<file path="src/rtl/mem_copy_pkg.sv">
// Shared types and defaults for the memory block-copy engine and port arbiter.
package mem_copy_pkg;

  typedef enum logic [1:0] {
    IDLE  = 2'd0,
    READ  = 2'd1,
    WRITE = 2'd2,
    DONE  = 2'd3
  } copy_state_t;

  localparam int unsigned W_DEFAULT         = 8;
  localparam int unsigned A_DEFAULT         = 8;
  localparam int unsigned STALL_MAX_DEFAULT = 4;

  // Counter width able to hold 0..max_val inclusive.
  function automatic int unsigned cnt_width(input int unsigned max_val);
    return (max_val < 1) ? 1 : $clog2(max_val + 1);
  endfunction

endpackage

</file>
<file path="src/rtl/mem_copy_ctrl.sv">
// Block-copy engine sharing a single-port data memory with the CPU load/store path.
// CPU wins the port unless the engine has been blocked STALL_MAX cycles in a row.
module mem_copy_ctrl
  import mem_copy_pkg::*;
#(
  parameter int unsigned W         = W_DEFAULT,
  parameter int unsigned A         = A_DEFAULT,
  parameter int unsigned STALL_MAX = STALL_MAX_DEFAULT
) (
  input  logic         Clk,
  input  logic         Reset,
  input  logic         Start,
  input  logic [A-1:0] SrcAddr,
  input  logic [A-1:0] DstAddr,
  input  logic [A-1:0] Len,
  input  logic         CpuReq,
  input  logic         CpuWrite,
  input  logic [A-1:0] CpuAddr,
  input  logic [W-1:0] CpuWData,
  output logic [W-1:0] CpuRData,
  output logic         CpuStall,
  output logic         MemWrite,
  output logic [A-1:0] MemAddress,
  output logic [W-1:0] MemDataIn,
  input  logic [W-1:0] MemDataOut,
  output logic         Busy,
  output logic         Done
);

  localparam int unsigned SW = cnt_width(STALL_MAX);

  copy_state_t   state_q, state_d;
  logic [A-1:0]  src_q, src_d;
  logic [A-1:0]  dst_q, dst_d;
  logic [A-1:0]  len_q, len_d;
  logic [A-1:0]  idx_q, idx_d;
  logic [W-1:0]  hold_q, hold_d;
  logic [SW-1:0] stall_cnt_q, stall_cnt_d;

  logic eng_want;
  logic force_slot;
  logic cpu_gnt;
  logic eng_gnt;

  // State and datapath registers.
  always_ff @(posedge Clk or posedge Reset) begin
    if (Reset) begin
      state_q     <= IDLE;
      src_q       <= '0;
      dst_q       <= '0;
      len_q       <= '0;
      idx_q       <= '0;
      hold_q      <= '0;
      stall_cnt_q <= '0;
    end else begin
      state_q     <= state_d;
      src_q       <= src_d;
      dst_q       <= dst_d;
      len_q       <= len_d;
      idx_q       <= idx_d;
      hold_q      <= hold_d;
      stall_cnt_q <= stall_cnt_d;
    end
  end

  // Port arbitration and starvation counter.
  always_comb begin
    eng_want    = (state_q == READ) || (state_q == WRITE);
    force_slot  = (stall_cnt_q == SW'(STALL_MAX));
    cpu_gnt     = CpuReq && !force_slot;
    eng_gnt     = eng_want && !cpu_gnt;
    stall_cnt_d = stall_cnt_q;
    if (eng_gnt) begin
      stall_cnt_d = '0;
    end else if (cpu_gnt && eng_want && !force_slot) begin
      stall_cnt_d = stall_cnt_q + SW'(1);
    end
  end

  // Next-state and copy bookkeeping; the engine only advances on its own grant.
  always_comb begin
    state_d = state_q;
    src_d   = src_q;
    dst_d   = dst_q;
    len_d   = len_q;
    idx_d   = idx_q;
    hold_d  = hold_q;
    unique case (state_q)
      IDLE: begin
        if (Start) begin
          src_d   = SrcAddr;
          dst_d   = DstAddr;
          len_d   = Len;
          idx_d   = '0;
          state_d = (Len == '0) ? DONE : READ;
        end
      end
      READ: begin
        if (eng_gnt) begin
          hold_d  = MemDataOut;
          state_d = WRITE;
        end
      end
      WRITE: begin
        if (eng_gnt) begin
          if (idx_q == len_q - A'(1)) begin
            state_d = DONE;
          end else begin
            idx_d   = idx_q + A'(1);
            state_d = READ;
          end
        end
      end
      DONE: begin
        state_d = IDLE;
      end
      default: begin
        state_d = IDLE;
      end
    endcase
  end

  // Memory port mux and status outputs.
  always_comb begin
    MemWrite   = 1'b0;
    MemAddress = '0;
    MemDataIn  = '0;
    CpuStall   = CpuReq && eng_gnt;
    CpuRData   = MemDataOut;
    Busy       = (state_q != IDLE);
    Done       = (state_q == DONE);
    if (cpu_gnt) begin
      MemWrite   = CpuWrite;
      MemAddress = CpuAddr;
      MemDataIn  = CpuWData;
    end else if (eng_gnt) begin
      if (state_q == WRITE) begin
        MemWrite   = 1'b1;
        MemAddress = dst_q + idx_q;
        MemDataIn  = hold_q;
      end else begin
        MemAddress = src_q + idx_q;
      end
    end
  end

endmodule
</file>
<file path="config.mk">
export PLATFORM = sky130hd
export DESIGN_NAME = mem_copy_ctrl
export DESIGN_NICKNAME = d
export VERILOG_FILES = /design/src/rtl/mem_copy_pkg.sv /design/src/rtl/mem_copy_ctrl.sv
export SDC_FILE = /design/constraint.sdc
export NUM_CORES = 1
export LEC_CHECK = 0
export BUFFER_PORTS_ARGS = -buffer_cell sky130_fd_sc_hd__buf_2
export CAP_MARGIN = 20
export CORE_MARGIN = 2
export CORE_UTILIZATION = 57
export DETAILED_ROUTE_END_ITERATION = 10
export PLACE_DENSITY = 0.91
export SETUP_SLACK_MARGIN = 0.2
export SYNTH_ARGS = -nofsm -noshare
export SYNTH_HDL_FRONTEND = slang
export SYNTH_SLANG_ARGS = --single-unit
</file>
<file path="constraint.sdc">
create_clock -name Clk -period 10.2 [get_ports Clk]
set_clock_uncertainty 0.1 [all_clocks]
set_input_delay 0.51 -clock Clk [delete_from_list [all_inputs] [get_ports Clk]]
set_output_delay 0.51 -clock Clk [all_outputs]
set_load 0.01 [all_outputs]
</file>
==> results of run 1 <==
==> cells in the final DEF (no fill, tap or decap), types with 4 or more instances in the layout <==
cell	n
xnor2_1	8
a21oi_1	9
xor2_1	4
o21ai_0	22
buf_2	80
nand2b_1	4
nand3_1	10
or2_2	4
o211ai_1	4
dfrtp_1	45
inv_1	15
and3_1	5
or3_1	4
ha_1	15
nand2_1	38
nor2_1	8
mux2_2	40
clkbuf_8	5
==> per-stage QoR <==
step / cell area, µm² / power (mW)
after floorplan: 3038 / 0.6873
after global placement: 3413 / 0.7830
after detailed placement: 3413 / 0.8140
after CTS: 3503 / 0.9329
after global routing: 3518 / 0.9998
final: 3518 / 0.9350
==> final timing paths <==
path,to,slack (ns),startpoint
hold reg to reg,dst_q[5],0.41,dst_q[5]
max in group asynchronous,hold_q[0],9.38,Reset
setup / recovery,MemAddress[6],6.10,state_q[0]
min in group Clk,src_q[1],0.33,SrcAddr[1]
setup reg to reg,idx_q[4],7.41,state_q[0]
hold / removal,dst_q[0],0.23,Reset
==> tightest hold or removal path: cells and delay by family <==
family,cells,cell delay [ns]
buffers and inverters,3,0.59
==> cells by family after synthesis <==
| group | share of synthesized area |
|---|---|
| compound gates | 0.1334 |
| xor+xnor | 0.03460 |
| fa+ha+maj | 0.06837 |
| buf+inv | 0.06301 |
| flops | 0.3707 |
| mux | 0.1631 |
| simple gates | 0.1668 |
==> state kept, by name, indices dropped and copies added, names as in the netlist <==
name / count
src_q: 8
dst_q: 8
len_q: 8
stall_cnt_q: 3
idx_q: 8
state_q: 2
hold_q: 8
==> layer usage <==
metal | vias up | wire length (µm) | GRT usage | share of wire
met5 | - | 0 | 0 | 0
met4 | 0 | 97 | 0.08214 | 0.014
met3 | 8 | 449 | 0.04353 | 0.063
met2 | 90 | 3618 | 0.4246 | 0.51
met1 | 1198 | 2939 | 0.3073 | 0.41
li1 | 1231 | - | - | -
==> power groups by stage <==
stage                     combinational, mW  clock [mW]  sequential (mW)
after floorplan                       0.392           0            0.295
after global placement                0.469           0            0.314
after detailed placement              0.495           0            0.319
after CTS                             0.499       0.119            0.315
after global routing                  0.549       0.125            0.325
final                                 0.501       0.117            0.317
==> final cells by class <==
type	instances	area, µm²
sequential	45	1126
clock inverter	3	21.27
inverter	16	60.06
multi-input combinational	227	1724
fill	403	1622
timing repair buffer	83	430.4
clock buffer	5	68.82
tap	70	87.58
==> out/metrics.cfg, run 1 <==
[outcome]
status = finished clean

[global_route]
globalRoute.totalOverflow = 0
grt_pass1_vias = 2513
antenna_found_initial = 0
grt_util_all_layers = 0.2442
grt_max_degree = 46
grt_pass1_wl_um = 11540

[clock_tree]
ctsResizeCount = 0
tritoncts = built
h-tree-depth = 2
path_clk_slew_ns = 0.10
insertion_delay_ns = 0.31
numCtsBuffers = 5
postCtsSetupBuffers = 0
clock_sinks = 45
hold_buffers = 0
cts_root_buffer = clkbuf_8
clk_path_buf_depth = 2

[critical_path]
worst-setup-path-type = reg2out
crit_path_end_kind = output pin
crit_path_max_fanout = 26
crit_slowest_cell = dfrtp_1
cp_top_family = compound AO/OA/AOI/OAI gates
cp_cell_sequence = inv_1 > ha_1 > buf_4 > mux2_2 > ha_1 > inv_1 > fa_1 > nor2b_1 > o21ai_0 > a21boi_0 > o21a_1 > or3_1 > a32o_1 > buf_2
critPathArrivalTime_ns = 3.49
cp_slowest_stage_delay_ns = 0.43
critPathLaunchType = register
cp_num_cells = 14
r2r_cells = 6
path_buf_inv = 4
cp_data_required_time_ns = 9.59

[detailed_routing]
firstDrtPassIters = 4
drt-initial-drc-count = 159
post_drt_wl_per_cell_um = 15.82
vias = 2527
drc_errors = 0
postRouteAntennaNets = 0
drt-total-wl_um = 7105
avgViaCountPerCell = 5.628

[yosys]
synthFlopType = dfrtp_1
synth_top_cells_by_count = dfrtp_1 (45), mux2_2 (40), nand2_1 (38)
yosys_warnings = 0
synth_cell_types = 55
synthTopCellsByArea = dfrtp_1 (37%), mux2_2 (15%), ha_1 (6.2%), nand2_1 (4.7%), o21ai_0 (3.6%)
synth_edf_count = 0
yosysTopAreaCell = dfrtp_1
synth.top_cell.area_share = 0.3707
yosysMostFrequentCell = dfrtp_1
synth.cell_area_mm2 = 0.003038
syn-num-nets = 378
synth_seq_cells = 45
syn_area_per_cell_um2 = 9.831
async_flop_share = 1.000
synth_seq_area_share = 0.3707
synthCells = 309

[die]
die_h_um = 77.01
core_mm2 = 0.005140
initial_utilization = 0.5910
fp-row-count = 26
dieArea_mm2 = 0.005930
die_x_um = 77.01
io_pins = 81

[timing]
max_freq_ghz = 0.2437
report.final.slew_viol_count = 0
tightest_slew_ns = 0.9324
max-slew-margin-rel = 0.3769
fin_ws_ns = 6.097
fin_setup_tns_ns = 0
fin_crit_ns = 4.103
hold_slack_ns = 0.2278
rsz0062_at_grt = no
setup_viol = 0
finalCritPeriodShare = 0.4023
hold_viol = 0

[place]
portBuffers = 80
dpl.hpwl_um = 5424
gp_congestion = 0.8726
dp.cells = 440
dp_slack_ns = 6.511

[power]
seq_power_share = 0.339
pwr-share-clk = 0.125
switching_share = 0.4218
pwr-share-comb = 0.536
p_leak_nw = 1.656
powerDensity_mw_per_mm2 = 265.7
p_int_uw = 540.6
peakVddDrop_uv = 160.4
netSwitchingPower_uw = 394.4

[layout]
area_delta_synth_final_pct = 15.82
fin_cells = 449
nets = 447
drive_gt1_frac = 0.3826
antenna_cells = 0
final_util = 0.6845

[min_path]
worst_hold_path_type = in2async

[flow_run]
cap_violations = 0

No activity file was read; power rests on OpenSTA's default activity.
==> run 2, diff against run 1 <==
CORE_UTILIZATION = 53   (was 57)
PLACE_DENSITY = 0.86   (was 0.91)
clock period = 4.15 ns   (was 10.2 ns; I/O delays follow)
==> run 2 against run 1 <==
Effect of this change: combinational power is 140% higher; sequential share of layout area down 0.27 points; power is 150% higher; core utilization is 4.0 points lower; non-clock buffer count up 1; largest power group unchanged; worst setup slack lost 5.5 ns; critical path depth fell by 1; routed wire length decreased by 4.8%; largest cell class unchanged; sequential power rose by 150%; hold slack lost 0.20 ns; final cell count rose by 0.67%.
==> out/metrics.cfg, run 2 (synthesis gave the netlist of run 1 again) <==
[outcome]
status = finished clean

[min_path]
min_delay_path_depth = 2
hold_start = SrcAddr[4]
hold_path_end = src_q[4]
worst_hold_path_type = in2reg

[clock_tree]
tritoncts = built
h-tree-depth = 2  ; unchanged
cts_root_buffer = clkbuf_8
insertion_delay_ns = 0.31  ; about the same
path_clk_slew_ns = 0.10  ; about the same
numCtsBuffers = 5  ; unchanged
ctsResizeCount = 0  ; unchanged
clk_path_buf_depth = 2  ; unchanged
clock_sinks = 45  ; unchanged

[die]
initial_utilization = 0.5517  ; -0.03935
io_pins = 81  ; unchanged
core_mm2 = 0.005507  ; +7.1%
die_x_um = 79.71  ; +3.5%
die_h_um = 79.71  ; +3.5%
dieArea_mm2 = 0.006354  ; +7.1%
fp-row-count = 27  ; +3.8%

[timing]
tightest_slew_ns = 0.9551  ; +0.02265 ns
setup_viol = 0  ; unchanged
hold_viol = 0  ; unchanged
max_freq_ghz = 0.2798
rsz0062_at_grt = no
max-slew-margin-rel = 0.3617  ; -0.01514
report.final.slew_viol_count = 0  ; unchanged
hold_slack_ns = 0.02869  ; -0.1991 ns
fin_crit_ns = 3.575
fin_ws_ns = 0.5754  ; -5.521 ns
finalCritPeriodShare = 0.8613
fin_setup_tns_ns = 0  ; unchanged

[detailed_routing]
avgViaCountPerCell = 5.527  ; -1.8%
postRouteAntennaNets = 0  ; unchanged
post_drt_wl_per_cell_um = 14.96  ; -5.4%
vias = 2498  ; -1.1%
drc_errors = 0  ; unchanged
firstDrtPassIters = 4  ; unchanged
drt-total-wl_um = 6764  ; -4.8%
drt-initial-drc-count = 134  ; -16%

[layout]
area_delta_synth_final_pct = 16.80
layout_common_cells = buf_2 (80), dfrtp_1 (45), mux2_2 (40), nand2_1 (38), o21ai_0 (22)
antenna_cells = 0  ; unchanged
drive_gt1_frac = 0.3816  ; -0.001007
final_util = 0.6444  ; -0.04012
fill_cells = 458  ; +14%
final_common_cell = buf_2
nets = 448  ; +0.22%

[critical_path]
crit_slowest_cell = dfrtp_1
critPathArrivalTime_ns = 3.27  ; -0.22 ns
r2r_start = len_q[0]
cp_slowest_stage_delay_ns = 0.42  ; about the same
crit_path_max_fanout = 4  ; -85%
crit_path_end_kind = output pin
cp_top_family = compound AO/OA/AOI/OAI gates
critPathLaunchType = register
worst-setup-path-type = reg2out
timing.rr.end = idx_q[0]
r2r_slack_ns = 1.46  ; -5.95 ns
cp_data_required_time_ns = 3.84  ; -5.75 ns
path_buf_inv = 3  ; -1
cp_cell_sequence = inv_1 > ha_1 > mux2_2 > ha_1 > inv_1 > fa_1 > nor2b_1 > o21ai_0 > a21boi_0 > o21a_1 > or3_1 > a32o_1 > buf_2
r2r_cells = 8  ; +2

[place]
dpl.hpwl_um = 5191  ; -4.3%
gp_congestion = 0.8547  ; -2.1%
portBuffers = 80  ; unchanged
dp_slack_ns = 0.9902  ; -5.521 ns

[global_route]
grt_pass1_wl_um = 11150  ; -3.3%
antenna_found_initial = 0  ; unchanged
globalRoute.totalOverflow = 0  ; unchanged
grt_pass1_vias = 2474  ; -1.6%
grt_max_degree = 46  ; unchanged
grt_util_all_layers = 0.2254  ; -0.01881

[power]
seq_power_share = 0.335  ; -0.004
pwr-share-comb = 0.518  ; -0.018
p_int_mw = 1.388  ; +160%
powerDensity_mw_per_mm2 = 656.2  ; +150%
power.total_mw = 2.329  ; +150%
p_leak_nw = 1.667  ; +0.69%
peakVddDrop_uv = 438.7  ; +170%
switching_share = 0.4038  ; -0.01804
pwr-share-clk = 0.147  ; +0.022
netSwitchingPower_uw = 940.2  ; +140%

[flow_run]
cap_violations = 0  ; unchanged

-- run 2: per-stage QoR --
| step | area [µm²] | cells |
|---|---|---|
| global placement | 3423 | 443 |
| global route | 3548 | 452 |
| finish | 3548 | 452 |
| detailed placement | 3423 | 443 |
| floorplan | 3038 | 309 |
| CTS | 3548 | 452 |
-- run 2: area by class of cell --
type	instances	area [µm²]	share of cell area
multi-input cells	227	1724	0.4859
clock buffers	5	68.82	0.01939
flip-flops and latches	45	1126	0.3173
inverters	16	60.06	0.01693
repair buffers	84	432.9	0.1220
clock inverters	3	46.29	0.01305
well taps	72	90.09	0.02539
-- run 2: worst register-to-register path, cell delays in order, from the launching register on --
cell and delay, ns:
dfrtp_1 0.44, inv_1 0.08, ha_1 0.22, or3b_1 0.40
o211ai_1 0.21, o211ai_2 0.15, a2111oi_4 0.49, a21oi_2 0.18
mux2_4 0.32
-- run 2: worst max path at each step --
| stage | from | cells past startpoint | slack (ns) | to |
|---|---|---|---|---|
| after CTS | state_q[0] | 13 | 0.61 | MemAddress[6] |
| after detailed placement | state_q[0] | 13 | 0.99 | MemAddress[6] |
| after floorplan | state_q[0] | 15 | 0.81 | MemAddress[6] |
| after global routing | state_q[0] | 13 | 0.37 | MemAddress[6] |
| after global placement | state_q[0] | 13 | 1.05 | MemAddress[6] |
| final | state_q[0] | 13 | 0.58 | MemAddress[6] |
-- run 2: repair_timing --
item,in CTS,in global routing
endpoints found under the setup margin,0,0
endpoints found under the hold margin,45,0
hold buffers,1,0
setup buffers,0,0
-- run 2: per-layer routing --
layer	GRT usage	up-vias	routed length [µm]
li1	-	1227	-
met1	0.2939	1192	3009
met2	0.3714	66	3266
met3	0.03394	13	332
met4	0.09828	0	155
met5	0	-	0
-- run 2: power groups by stage --
stage	logic, mW	clock network [mW]	registers, mW
6_report	1.21	0.342	0.780
5_1_grt	1.35	0.362	0.800
4_1_cts	1.21	0.345	0.776
3_5_place_dp	1.20	0	0.786
3_3_place_gp	1.16	0	0.774
2_1_floorplan	0.963	0	0.726
